===== config.mk =====
export PLATFORM = sky130hd
export DESIGN_NAME = spi_flash_responder
export DESIGN_NICKNAME = d
export VERILOG_FILES = /design/src/rtl/spi_flash_responder.sv
export SDC_FILE = /design/constraint.sdc
export NUM_CORES = 1
export LEC_CHECK = 0
export ABC_CLOCK_PERIOD_IN_PS = 5800
export CORE_ASPECT_RATIO = 1.1
export CORE_MARGIN = 1.5
export CORE_UTILIZATION = 40
export CTS_BUF_LIST = sky130_fd_sc_hd__clkbuf_4
export CTS_CLUSTER_SIZE = 25
export DETAILED_ROUTE_END_ITERATION = 12
export HOLD_SLACK_MARGIN = 0.08
export PLACE_DENSITY = 0.6
export SLEW_MARGIN = 25
export SYNTH_ARGS = -nofsm -noshare
export SYNTH_HDL_FRONTEND = slang
export SYNTH_SLANG_ARGS = --single-unit

===== constraint.sdc =====
create_clock -name clk -period 5.8 [get_ports clk]
set_input_delay 1.16 -clock clk [delete_from_list [all_inputs] [get_ports clk]]
set_output_delay 1.16 -clock clk [all_outputs]
set_load 0.1 [all_outputs]

===== src/rtl/spi_flash_responder.sv =====
// spi_flash_responder: oversampled flash-side SPI responder serving READ (0x03)
// and dual-output FAST READ (0x3B) bursts from a synchronous 16-bit word memory.
`default_nettype none

module spi_flash_responder #(
  parameter int MEM_AW = 16
) (
  input  logic              clk,
  input  logic              rst,
  input  logic              spi_cs,
  input  logic              spi_sclk,
  input  logic              spi_io0_i,
  output logic              spi_io0_o,
  output logic              spi_io0_oe,
  input  logic              spi_io1_i,
  output logic              spi_io1_o,
  output logic              spi_io1_oe,
  output logic              mem_re,
  output logic [MEM_AW-1:0] mem_addr,
  input  logic [15:0]       mem_rdata,
  output logic              busy
);

  localparam logic [2:0] ST_IDLE   = 3'd0;
  localparam logic [2:0] ST_CMD    = 3'd1;
  localparam logic [2:0] ST_ADDR   = 3'd2;
  localparam logic [2:0] ST_DUMMY  = 3'd3;
  localparam logic [2:0] ST_DATA   = 3'd4;
  localparam logic [2:0] ST_IGNORE = 3'd5;

  logic cs_meta, cs_sync, cs_prev;
  logic sclk_meta, sclk_sync, sclk_prev;
  logic io0_meta, io0_sync;
  logic io1_meta, io1_sync;

  logic [2:0]        state;
  logic [4:0]        bit_cnt;
  logic [6:0]        cmd_sr;
  logic [MEM_AW-1:0] addr_sr;
  logic              dual;
  logic              odd_first;
  logic [MEM_AW-1:0] word_addr;
  logic [15:0]       prefetch;
  logic [15:0]       shift;
  logic [3:0]        remain;
  logic              rd_pending;

  logic              sclk_rise, sclk_fall, cs_fall;
  logic [7:0]        cmd_next;
  logic [MEM_AW:0]   addr_next;
  logic [MEM_AW-1:0] word_next;
  logic [15:0]       load_word;
  logic [3:0]        load_remain;

  assign sclk_rise = sclk_sync & ~sclk_prev;
  assign sclk_fall = ~sclk_sync & sclk_prev;
  // Only a fresh CS falling edge starts a transaction, so a burst already in
  // flight when reset releases is ignored until CS cycles.
  assign cs_fall   = cs_prev & ~cs_sync;

  assign cmd_next  = {cmd_sr, io0_sync};
  assign addr_next = {addr_sr, io0_sync};
  assign word_next = word_addr + 1'b1;

  // An odd start address streams only the low byte of the first word.
  assign load_word   = odd_first ? {prefetch[7:0], 8'h00} : prefetch;
  assign load_remain = dual ? (odd_first ? 4'd3 : 4'd7) : (odd_first ? 4'd7 : 4'd15);

  assign busy       = (state != ST_IDLE);
  assign spi_io1_oe = (state == ST_DATA);
  assign spi_io0_oe = (state == ST_DATA) & dual;

  always_ff @(posedge clk or negedge rst) begin
    if (!rst) begin
      cs_meta   <= 1'b0;
      cs_sync   <= 1'b0;
      cs_prev   <= 1'b0;
      sclk_meta <= 1'b0;
      sclk_sync <= 1'b0;
      sclk_prev <= 1'b0;
      io0_meta  <= 1'b0;
      io0_sync  <= 1'b0;
      io1_meta  <= 1'b0;
      io1_sync  <= 1'b0;
    end else begin
      cs_meta   <= spi_cs;
      cs_sync   <= cs_meta;
      cs_prev   <= cs_sync;
      sclk_meta <= spi_sclk;
      sclk_sync <= sclk_meta;
      sclk_prev <= sclk_sync;
      io0_meta  <= spi_io0_i;
      io0_sync  <= io0_meta;
      io1_meta  <= spi_io1_i;
      io1_sync  <= io1_meta;
    end
  end

  always_ff @(posedge clk or negedge rst) begin
    if (!rst) begin
      state      <= ST_IDLE;
      bit_cnt    <= 5'd0;
      cmd_sr     <= 7'd0;
      addr_sr    <= '0;
      dual       <= 1'b0;
      odd_first  <= 1'b0;
      word_addr  <= '0;
      prefetch   <= 16'd0;
      shift      <= 16'd0;
      remain     <= 4'd0;
      rd_pending <= 1'b0;
      mem_re     <= 1'b0;
      mem_addr   <= '0;
      spi_io0_o  <= 1'b0;
      spi_io1_o  <= 1'b0;
    end else begin
      mem_re     <= 1'b0;
      rd_pending <= mem_re;
      if (rd_pending) prefetch <= mem_rdata;

      if (state != ST_IDLE && cs_sync) begin
        state     <= ST_IDLE;
        spi_io0_o <= 1'b0;
        spi_io1_o <= 1'b0;
        remain    <= 4'd0;
        odd_first <= 1'b0;
      end else begin
        case (state)
          ST_IDLE: begin
            if (cs_fall) begin
              state   <= ST_CMD;
              bit_cnt <= 5'd0;
            end
          end
          ST_CMD: begin
            if (sclk_rise) begin
              cmd_sr  <= cmd_next[6:0];
              bit_cnt <= bit_cnt + 5'd1;
              if (bit_cnt == 5'd7) begin
                bit_cnt <= 5'd0;
                if (cmd_next == 8'h03) begin
                  dual  <= 1'b0;
                  state <= ST_ADDR;
                end else if (cmd_next == 8'h3B) begin
                  dual  <= 1'b1;
                  state <= ST_ADDR;
                end else begin
                  state <= ST_IGNORE;
                end
              end
            end
          end
          ST_ADDR: begin
            if (sclk_rise) begin
              addr_sr <= addr_next[MEM_AW-1:0];
              bit_cnt <= bit_cnt + 5'd1;
              if (bit_cnt == 5'd23) begin
                bit_cnt   <= 5'd0;
                mem_re    <= 1'b1;
                mem_addr  <= addr_next[MEM_AW:1];
                word_addr <= addr_next[MEM_AW:1];
                odd_first <= addr_next[0];
                remain    <= 4'd0;
                state     <= dual ? ST_DUMMY : ST_DATA;
              end
            end
          end
          ST_DUMMY: begin
            if (sclk_rise) begin
              bit_cnt <= bit_cnt + 5'd1;
              if (bit_cnt == 5'd7) begin
                bit_cnt <= 5'd0;
                state   <= ST_DATA;
              end
            end
          end
          ST_DATA: begin
            if (sclk_fall) begin
              if (remain == 4'd0) begin
                // New word goes out; fetch its successor into the prefetch slot.
                spi_io1_o <= load_word[15];
                spi_io0_o <= dual & load_word[14];
                shift     <= dual ? {load_word[13:0], 2'b00} : {load_word[14:0], 1'b0};
                remain    <= load_remain;
                odd_first <= 1'b0;
                word_addr <= word_next;
                mem_re    <= 1'b1;
                mem_addr  <= word_next;
              end else begin
                spi_io1_o <= shift[15];
                spi_io0_o <= dual & shift[14];
                shift     <= dual ? {shift[13:0], 2'b00} : {shift[14:0], 1'b0};
                remain    <= remain - 4'd1;
              end
            end
          end
          ST_IGNORE: begin
            state <= ST_IGNORE;
          end
          default: begin
            state <= ST_IDLE;
          end
        endcase
      end
    end
  end

endmodule

`default_nettype wire

==> flow_summary.json, run 1 <==
{
  "power.switching_uw": 1130,
  "rsz0062_at_grt": "no",
  "syn_area_um2": 4890,
  "maxCapViolCount": 0,
  "clock_power_share": 0.146,
  "coreArea_um2": 12000,
  "synth_top_area_share": 0.492,
  "vias_per_cell": 5.59,
  "synthArstFlopShare": 1.00,
  "clock_latency_ns": 0.45,
  "fp.dieH_um": 119,
  "arrival_ns": 3.23,
  "synth-main-ff-cell": "dfrtp_1",
  "rows": 42,
  "drt-total-wl_um": 10000,
  "crit_chain": "nor2_1, nand2_1, nor2_1, clkdlybuf4s50_1",
  "cp_max_fo": 23,
  "grt-ovfl-total": 0,
  "hp-class": "flop to flop",
  "relSlewSlack": 0.325,
  "fin_crit_ns": 4.39,
  "io_pins": 44,
  "cts_tree": "built",
  "outcome": "complete, no violations",
  "post-route-period-util": 0.757,
  "crit_path_end_kind": "output pin",
  "drtIter0Drc": 190,
  "start_kind": "flop",
  "clkSinkCount": 96,
  "ant_nets": 0,
  "synth_most_common_cell": "dfrtp_1",
  "crit_top_cell": "nor2_1",
  "cts_htree_levels": 3,
  "powerDensity_nw_per_um2": 439,
  "pwr-share-comb": 0.439,
  "drc_errors": 0,
  "clk_pin_slew_ns": 0.14,
  "die_x_um": 108,
  "ir_worst_vdd_uv": 418,
  "max_freq_mhz": 228,
  "routed-via-count": 3663,
  "tightestPinTransition_ns": 1.01,
  "synth_area_per_cell_um2": 10.4,
  "finalPower_uw": 2420,
  "grt_max_degree": 58,
  "routedWlPerCell_um": 15.3,
  "syn-instance-count": 468,
  "postCtsHoldBufs": 0,
  "area_delta_synth_final_pct": 13.0,
  "diodes": 0,
  "fin_skew_ns": 0.0236,
  "setup_viol": 0,
  "first_global_vias": 3551,
  "hpwl_um": 6910,
  "synth_top_area_cell": "dfrtp_1",
  "start_util": 0.408,
  "gp_congestion": 0.821,
  "grt_use_total": 0.170,
  "synth_nets": 494,
  "p_leak_uw": 0.00232,
  "power.internal_uw": 1300,
  "synth_area_leaders": "dfrtp_1 49%, mux2_2 12%, mux2i_1 4.1%, a21oi_1 4.0%, o21ai_0 3.2%",
  "crit_family": "buffers and inverters",
  "cts.path.max_buffers": 2,
  "cp.required_ns": 4.64,
  "die-area_um2": 12900,
  "ys_seq_area_frac": 0.492,
  "final_nets": 523,
  "cts_setup_buffers": 0,
  "io_buffers": 42,
  "slew_viol_final": 0,
  "numCtsBuffers": 9,
  "cpPeakStageDelay_ns": 1.16,
  "ctsResizeCount": 0,
  "root_buffer": "clkbuf_4",
  "ys_ff_latch": 96,
  "synth_edf_count": 0,
  "setup_tns_ns": 0,
  "hold_viol": 0,
  "critical_path_class": "flop to output pin",
  "cp_num_buf_inv": 1,
  "cp_slowest_cell": "clkdlybuf4s50_1",
  "switching_share": 0.465,
  "seqPwrFrac": 0.416,
  "layout-drive-gt1-share": 0.176,
  "antenna_found_initial": 0,
  "grt_pass1_wl_um": 17400,
  "synthTopCellsByCount": "96 x dfrtp_1, 54 x mux2_2, 39 x a21oi_1, 38 x nand2_1, 31 x o21ai_0",
  "drt-pass1-iter-count": 5,
  "synth.distinct_cells": 59,
  "ys_warn_count": 0
}
[metal layers]
metal	global-route usage	vias to the layer above	share of wire
met5	0	-	0
met4	0.0847	0	0.019
li1	-	1765	-
met2	0.270	83	0.48
met3	0.0279	19	0.032
met1	0.222	1796	0.47
[layout by cell type (no fill, tap or decap), types with 4 or more instances in the layout]
master           Yosys  layout
clkinv_1             2       4
ha_1                 4       4
inv_1                8       8
mux2_2              54      54
dfrtp_1             96      96
a21oi_1             39      39
a21oi_2              4       4
o21ai_0             31      31
nand2_1             38      38
nand2b_1             5       5
clkbuf_4             0      11
clkdlybuf4s50_1      0      41
nor2_1              29      29
o22ai_1              9       9
mux2i_1             20      20
nor4_1               4       4
buf_4                1       5
nand3_1             18      18
nand4_1              4       4
nor3_1              13      13
[cell type report]
cell class	instances	area (µm²)
flip-flops and latches	96	2400
clock buffers	11	82.6
well taps	154	193
fillers	1187	6460
clock inverters	4	46.3
multi-input cells	332	2300
repair buffers	47	459
inverters	11	41.3
[power groups by stage]
stage               logic (µW)  clock network [µW]  registers, µW
floorplan                  610                   0           1230
global placement          1060                   0           1010
detailed placement        1070                   0           1020
CTS                       1070                 370           1010
global route              1160                 397           1040
finish                    1060                 353           1010
[path summary, 6_finish.rpt]
kind / startpoint / endpoint / slack, ns / depth (start not counted)
max reg2reg: remain[0]$_DFFE_PN0P_ / word_addr[8]$_DFFE_PN0P_ / 3.17 / 7
min in group asynchronous: rst / addr_sr[3]$_DFFE_PN0P_ / 0.66 / 1
max in group asynchronous: rst / dual$_DFFE_PN0P_ / 4.03 / 2
max: state[0]$_DFFE_PN0P_ / spi_io0_oe / 1.41 / 4
min reg2reg: io0_meta$_DFF_PN0_ / io0_sync$_DFF_PN0_ / 0.36 / 0
min: io0_meta$_DFF_PN0_ / io0_sync$_DFF_PN0_ / 0.36 / 0
[through the flow]
stage,std cells,worst slack (ns),util,hold slack (ns),instance area [µm²]
final,655,1.41,0.461,0.361,5520
after global routing,655,1.23,0.461,0.377,5520
after CTS,655,1.38,0.461,0.364,5520
after detailed placement,640,1.92,0.450,0.335,5390
after global placement,639,1.93,0.449,0.334,5380
after floorplan,468,2.28,-,0.331,4890
[registers in the layout (all words and copies together), names as in the netlist, 3 cells and up]
name / cells
prefetch: 16
state: 3
shift: 15
word_addr: 16
addr_sr: 16
remain: 4
cmd_sr: 7
bit_cnt: 5
[logic make-up (layout without fill, tap and decap cells)]
logic type	count (synthesis)	after routing	share of synthesized area
AOI/OAI and AO/OA	118	118	0.152
adders and majority gates	4	4	0.0102
buffers and inverters	40	73	0.0384
DFF	96	96	0.492
muxes	74	74	0.165
and+or+nand+nor	136	136	0.143
No activity file was read; power rests on OpenSTA's default activity.
==> run 2, diff against run 1 <==
ABC_CLOCK_PERIOD_IN_PS = 4250   (was 5800)
clock period = 4.25 ns   (was 5.8 ns; I/O delays follow)
==> run 2 against run 1 <==
Against the previous run:
- sequential share of layout area is essentially flat
- flip-flop and latch count is the same
- clock skew shrank 0.0012 ns
- worst setup slack lost 0.51 ns
- worst hold slack gained 0.0048 ns
- register-to-register slack lost 1.5 ns
- die area is the same
- critical path type unchanged
- largest power group unchanged
- highest routed layer unchanged
==> flow_summary.json, run 2 (synthesized netlist as in run 1, its figures left out) <==
{
  "hpwl_um": 7100,
  "power.internal_uw": 1710,
  "drt-total-wl_um": 10300,
  "r2r-start": "bit_cnt[0]$_DFFE_PN0P_",
  "diodes": 0,
  "critical_path_class": "flop to output pin",
  "antenna_found_initial": 0,
  "relSlewSlack": 0.349,
  "final_cell_mix": "96 x dfrtp_1, 54 x mux2_2, 39 x a21oi_1",
  "crit_end": "spi_io0_oe",
  "io_buffers": 42,
  "start_util": 0.408,
  "cts_setup_buffers": 0,
  "clock_power_share": 0.135,
  "grt-ovfl-total": 0,
  "vias_per_cell": 5.53,
  "hp-class": "input pin to asynchronous set/reset pin",
  "ctsResizeCount": 0,
  "layout-drive-gt1-share": 0.190,
  "first_global_vias": 3583,
  "max_freq_mhz": 298,
  "clk_pin_slew_ns": 0.17,
  "setup_viol": 0,
  "outcome": "complete, no violations",
  "final_cells": 659,
  "cts_htree_levels": 3,
  "post-route-period-util": 0.789,
  "top_regs": "addr_sr x16, prefetch x16, word_addr x16",
  "layout_commonest_cell": "dfrtp_1",
  "rsz0062_at_grt": "no",
  "routedWlPerCell_um": 15.6,
  "die_x_um": 108,
  "rows": 42,
  "final_nets": 526,
  "maxCapViolCount": 0,
  "seqPwrFrac": 0.420,
  "grt_pass1_wl_um": 17300,
  "coreArea_um2": 12000,
  "drc_errors": 0,
  "pwr-share-comb": 0.445,
  "clkSinkCount": 96,
  "cts_tree": "built",
  "tightestPinTransition_ns": 0.974,
  "p_leak_uw": 0.00233,
  "crit_path_start": "state[0]$_DFFE_PN0P_",
  "switching_share": 0.478,
  "r2r_cells": 6,
  "routed-via-count": 3644,
  "start_kind": "flop",
  "fin_crit_ns": 3.35,
  "area_delta_synth_final_pct": 13.1,
  "grt_use_total": 0.171,
  "die-area_um2": 12900,
  "power.switching_uw": 1570,
  "setup_tns_ns": 0,
  "fin_skew_ns": 0.0225,
  "ir_worst_vdd_uv": 482,
  "timing.rr.end": "word_addr[2]$_DFFE_PN0P_",
  "regArea_um2": 2400,
  "drt-pass1-iter-count": 4,
  "fp.dieH_um": 119,
  "io_pins": 44,
  "hold_viol": 0,
  "dpl_worst_slack_ns": 1.43,
  "cts.path.max_buffers": 2,
  "arrival_ns": 2.50,
  "multi_input_area_um2": 2300,
  "root_buffer": "clkbuf_4",
  "cp_max_fo": 23,
  "placed_cells": 643,
  "drtIter0Drc": 286,
  "grt_max_degree": 44,
  "postCtsHoldBufs": 0,
  "slew_viol_final": 0,
  "clock_latency_ns": 0.46,
  "nFillCells": 1169,
  "cp.required_ns": 3.40,
  "ant_nets": 0,
  "numCtsBuffers": 9,
  "rrSetupSlack_ns": 1.71,
  "powerDensity_nw_per_um2": 593,
  "crit_path_end_kind": "output pin",
  "gp_congestion": 0.792,
  "worst_slack_ns": 0.895
}
[run 2: cell count changes in the layout (fill, tap and decap cells not counted), sizes merged]
cell / previous run / this run
buf: 6 / 12
clkdlybuf4s50: 41 / 38
clkinvlp: 0 / 3
clkbuf: 11 / 9
bufinv: 1 / 0
clkinv: 5 / 6
[run 2: area by class of cell]
type,count,area share
clock inverters,7,0.00883
repair buffers,50,0.0851
flip-flops and latches,96,0.435
multi-input cells,332,0.417
well taps,154,0.0349
clock buffers,9,0.0122
inverters,11,0.00747
[run 2: how the worst min path moves through the flow]
stage | end | slack [ns] | cells past startpoint
after floorplan | cs_sync$_DFF_PN0_ | 0.33 | 0
after global placement | io0_sync$_DFF_PN0_ | 0.33 | 0
after detailed placement | io0_sync$_DFF_PN0_ | 0.34 | 0
after CTS | io0_sync$_DFF_PN0_ | 0.37 | 0
after global routing | io0_sync$_DFF_PN0_ | 0.38 | 0
final | addr_sr[9]$_DFFE_PN0P_ | 0.37 | 1
[run 2: layer usage]
metal,GRT usage,vias to the layer above,routed length (µm)
li1,-,1776,-
met1,0.221,1755,4740
met2,0.281,97,4880
met3,0.0339,16,449
met4,0.0674,0,201
met5,0,-,0
[run 2: worst max-delay path, cell delays in order (launching register included)]
cell	delay [ns]
dfrtp_1	0.68
nor2_1	0.39
nand2_1	0.43
nor2_1	0.24
buf_4	0.32
[run 2: per-stage QoR]
step	area (µm²)	util	total power, µW	hold slack [ns]
floorplan	4890	-	2510	0.331
global placement	5400	0.450	2830	0.334
detailed placement	5410	0.452	2860	0.336
CTS	5530	0.461	3300	0.369
global route	5530	0.461	3500	0.378
finish	5530	0.461	3280	0.366
[run 2: power by group through the flow]
| stage | clock network [µW] | registers (µW) | logic, µW |
|---|---|---|---|
| finish | 442 | 1380 | 1460 |
| global placement | 0 | 1380 | 1450 |
| detailed placement | 0 | 1400 | 1460 |
| global route | 497 | 1420 | 1580 |
| floorplan | 0 | 1670 | 833 |
| CTS | 459 | 1380 | 1470 |
==> run 3, diff against run 2 <==
ABC_CLOCK_PERIOD_IN_PS = 3500   (was 4250)
clock period = 3.5 ns   (was 4.25 ns; I/O delays follow)
==> run 3 against run 2 <==
Against the previous run:
- flip-flop and latch count unchanged
- non-clock buffer count up 2
- register-to-register slack worse by 0.57 ns
- critical endpoint is now mem_addr[0]
- worst setup slack worse by 0.20 ns
- largest power group unchanged
- design area rose by 0.81%
==> flow_summary.json, run 3 (synthesized netlist as in run 1, its figures left out) <==
{
  "arrival_ns": 2.11,
  "powerDensity_nw_per_um2": 731,
  "whs_ns": 0.259,
  "tightestPinTransition_ns": 0.970,
  "hpwl_um": 6850,
  "top_regs": "addr_sr x16, prefetch x16, word_addr x16",
  "numCtsBuffers": 9,
  "layout-drive-gt1-share": 0.205,
  "first_global_vias": 3426,
  "cp_max_fo": 5,
  "rrSetupSlack_ns": 1.14,
  "gr-usage-met2": 0.274,
  "final_cell_mix": "96 x dfrtp_1, 54 x mux2_2, 39 x a21oi_1",
  "outcome": "complete, no violations",
  "max_freq_mhz": 356,
  "timing.rr.end": "shift[10]$_DFFE_PN0P_",
  "cts_tree": "built",
  "cp_slowest_cell": "clkdlybuf4s50_1",
  "slew_viol_final": 0,
  "layout_commonest_cell": "dfrtp_1",
  "start_util": 0.408,
  "ctsResizeCount": 0,
  "crit_path_end_kind": "output pin",
  "power.internal_uw": 2190,
  "vias_per_cell": 5.42,
  "routedWlPerCell_um": 15.0,
  "grt_util_met1": 0.210,
  "rsz0062_at_grt": "no",
  "fp.dieH_um": 119,
  "clk_pin_slew_ns": 0.16,
  "seqPwrFrac": 0.400,
  "crit_family": "buffers and inverters",
  "p_leak_uw": 0.00237,
  "critical_path_class": "flop to output pin",
  "drc_errors": 0,
  "grt-ovfl-total": 0,
  "r2r_cells": 4,
  "r2r-start": "state[2]$_DFFE_PN0P_",
  "clkSinkCount": 96,
  "rows": 42,
  "setup_viol": 0,
  "root_buffer": "clkbuf_4",
  "worst_slack_ns": 0.693,
  "cts.path.max_buffers": 2,
  "die-area_um2": 12900,
  "routed-via-count": 3580,
  "fin_skew_ns": 0.0250,
  "fin_crit_ns": 2.81,
  "drtIter0Drc": 203,
  "gp_congestion": 0.807,
  "die_x_um": 108,
  "dpl_worst_slack_ns": 1.16,
  "hold_viol": 0,
  "start_kind": "flop",
  "ir_worst_vdd_uv": 560,
  "grt_use_total": 0.164,
  "drt-pass1-iter-count": 4,
  "cp.required_ns": 2.80,
  "relSlewSlack": 0.352,
  "grt_util_met3": 0.0312,
  "cpPeakStageDelay_ns": 1.17,
  "grt_pass1_wl_um": 16600,
  "drt-total-wl_um": 9910,
  "cts_htree_levels": 3,
  "maxCapViolCount": 0,
  "grt-busiest-layer": "met2",
  "clock_latency_ns": 0.46,
  "ant_nets": 0,
  "coreArea_um2": 12000,
  "cp_num_buf_inv": 1,
  "area_delta_synth_final_pct": 14.0,
  "diodes": 0,
  "io_buffers": 42,
  "power.switching_uw": 1890,
  "fin_util": 0.465,
  "hp-class": "input pin to asynchronous set/reset pin",
  "pwr-share-comb": 0.453,
  "io_pins": 44,
  "final_nets": 528,
  "setup_tns_ns": 0,
  "antenna_found_initial": 0,
  "grt_max_degree": 85,
  "clock_power_share": 0.147,
  "switching_share": 0.463,
  "post-route-period-util": 0.802,
  "crit_chain": "clkdlybuf4s50_1",
  "cts_setup_buffers": 0,
  "postCtsHoldBufs": 0
}
[run 3: changes by cell type in the layout (fill, tap and decap cells not counted), sizes merged]
cell           previous run  this run
buf                      12        20
bufinv                    0         1
clkbuf                    9        11
clkdlybuf4s50            38        32
clkinv                    6         4
clkinvlp                  3         2
[run 3: final cells by class]
class	instances	area, µm²
clock buffers	11	82.6
clock inverters	5	57.6
fillers	1170	6410
inverters	11	41.3
multi-input cells	332	2300
flip-flops and latches	96	2400
well taps	154	193
repair buffers	52	499
[run 3: power groups by stage]
stage	Sequential, µW	Combinational (µW)	Clock, µW
2_1_floorplan	2030	1010	0
3_3_place_gp	1640	1820	0
3_5_place_dp	1660	1850	0
4_1_cts	1630	1860	627
5_1_grt	1670	2000	675
6_report	1630	1840	598
[run 3: stage by stage]
step	total power (µW)	instance area, µm²	instances
floorplan	3050	4890	468
global placement	3460	5430	645
detailed placement	3510	5430	645
CTS	4120	5570	661
global route	4350	5570	661
finish	4070	5570	661
[run 3: layer usage]
metal  vias to the layer above  part of all wire
met5                         -                 0
met4                         0             0.014
met3                         8             0.039
met2                        86              0.50
met1                      1708              0.45
li1                       1778                 -
[run 3: worst max-delay path by stage]
stage / endpoint / cells after the start / from / slack, ns
final: mem_addr[0] / 1 / word_addr[0]$_DFFE_PN0P_ / 0.69
after floorplan: spi_io0_oe / 5 / state[1]$_DFFE_PN0P_ / 0.44
after detailed placement: shift[10]$_DFFE_PN0P_ / 4 / cs_sync$_DFF_PN0_ / 1.16
after CTS: spi_io0_oe / 4 / state[1]$_DFFE_PN0P_ / 0.62
after global routing: spi_io0_oe / 4 / state[1]$_DFFE_PN0P_ / 0.54
after global placement: spi_io0_oe / 4 / state[1]$_DFFE_PN0P_ / 1.18
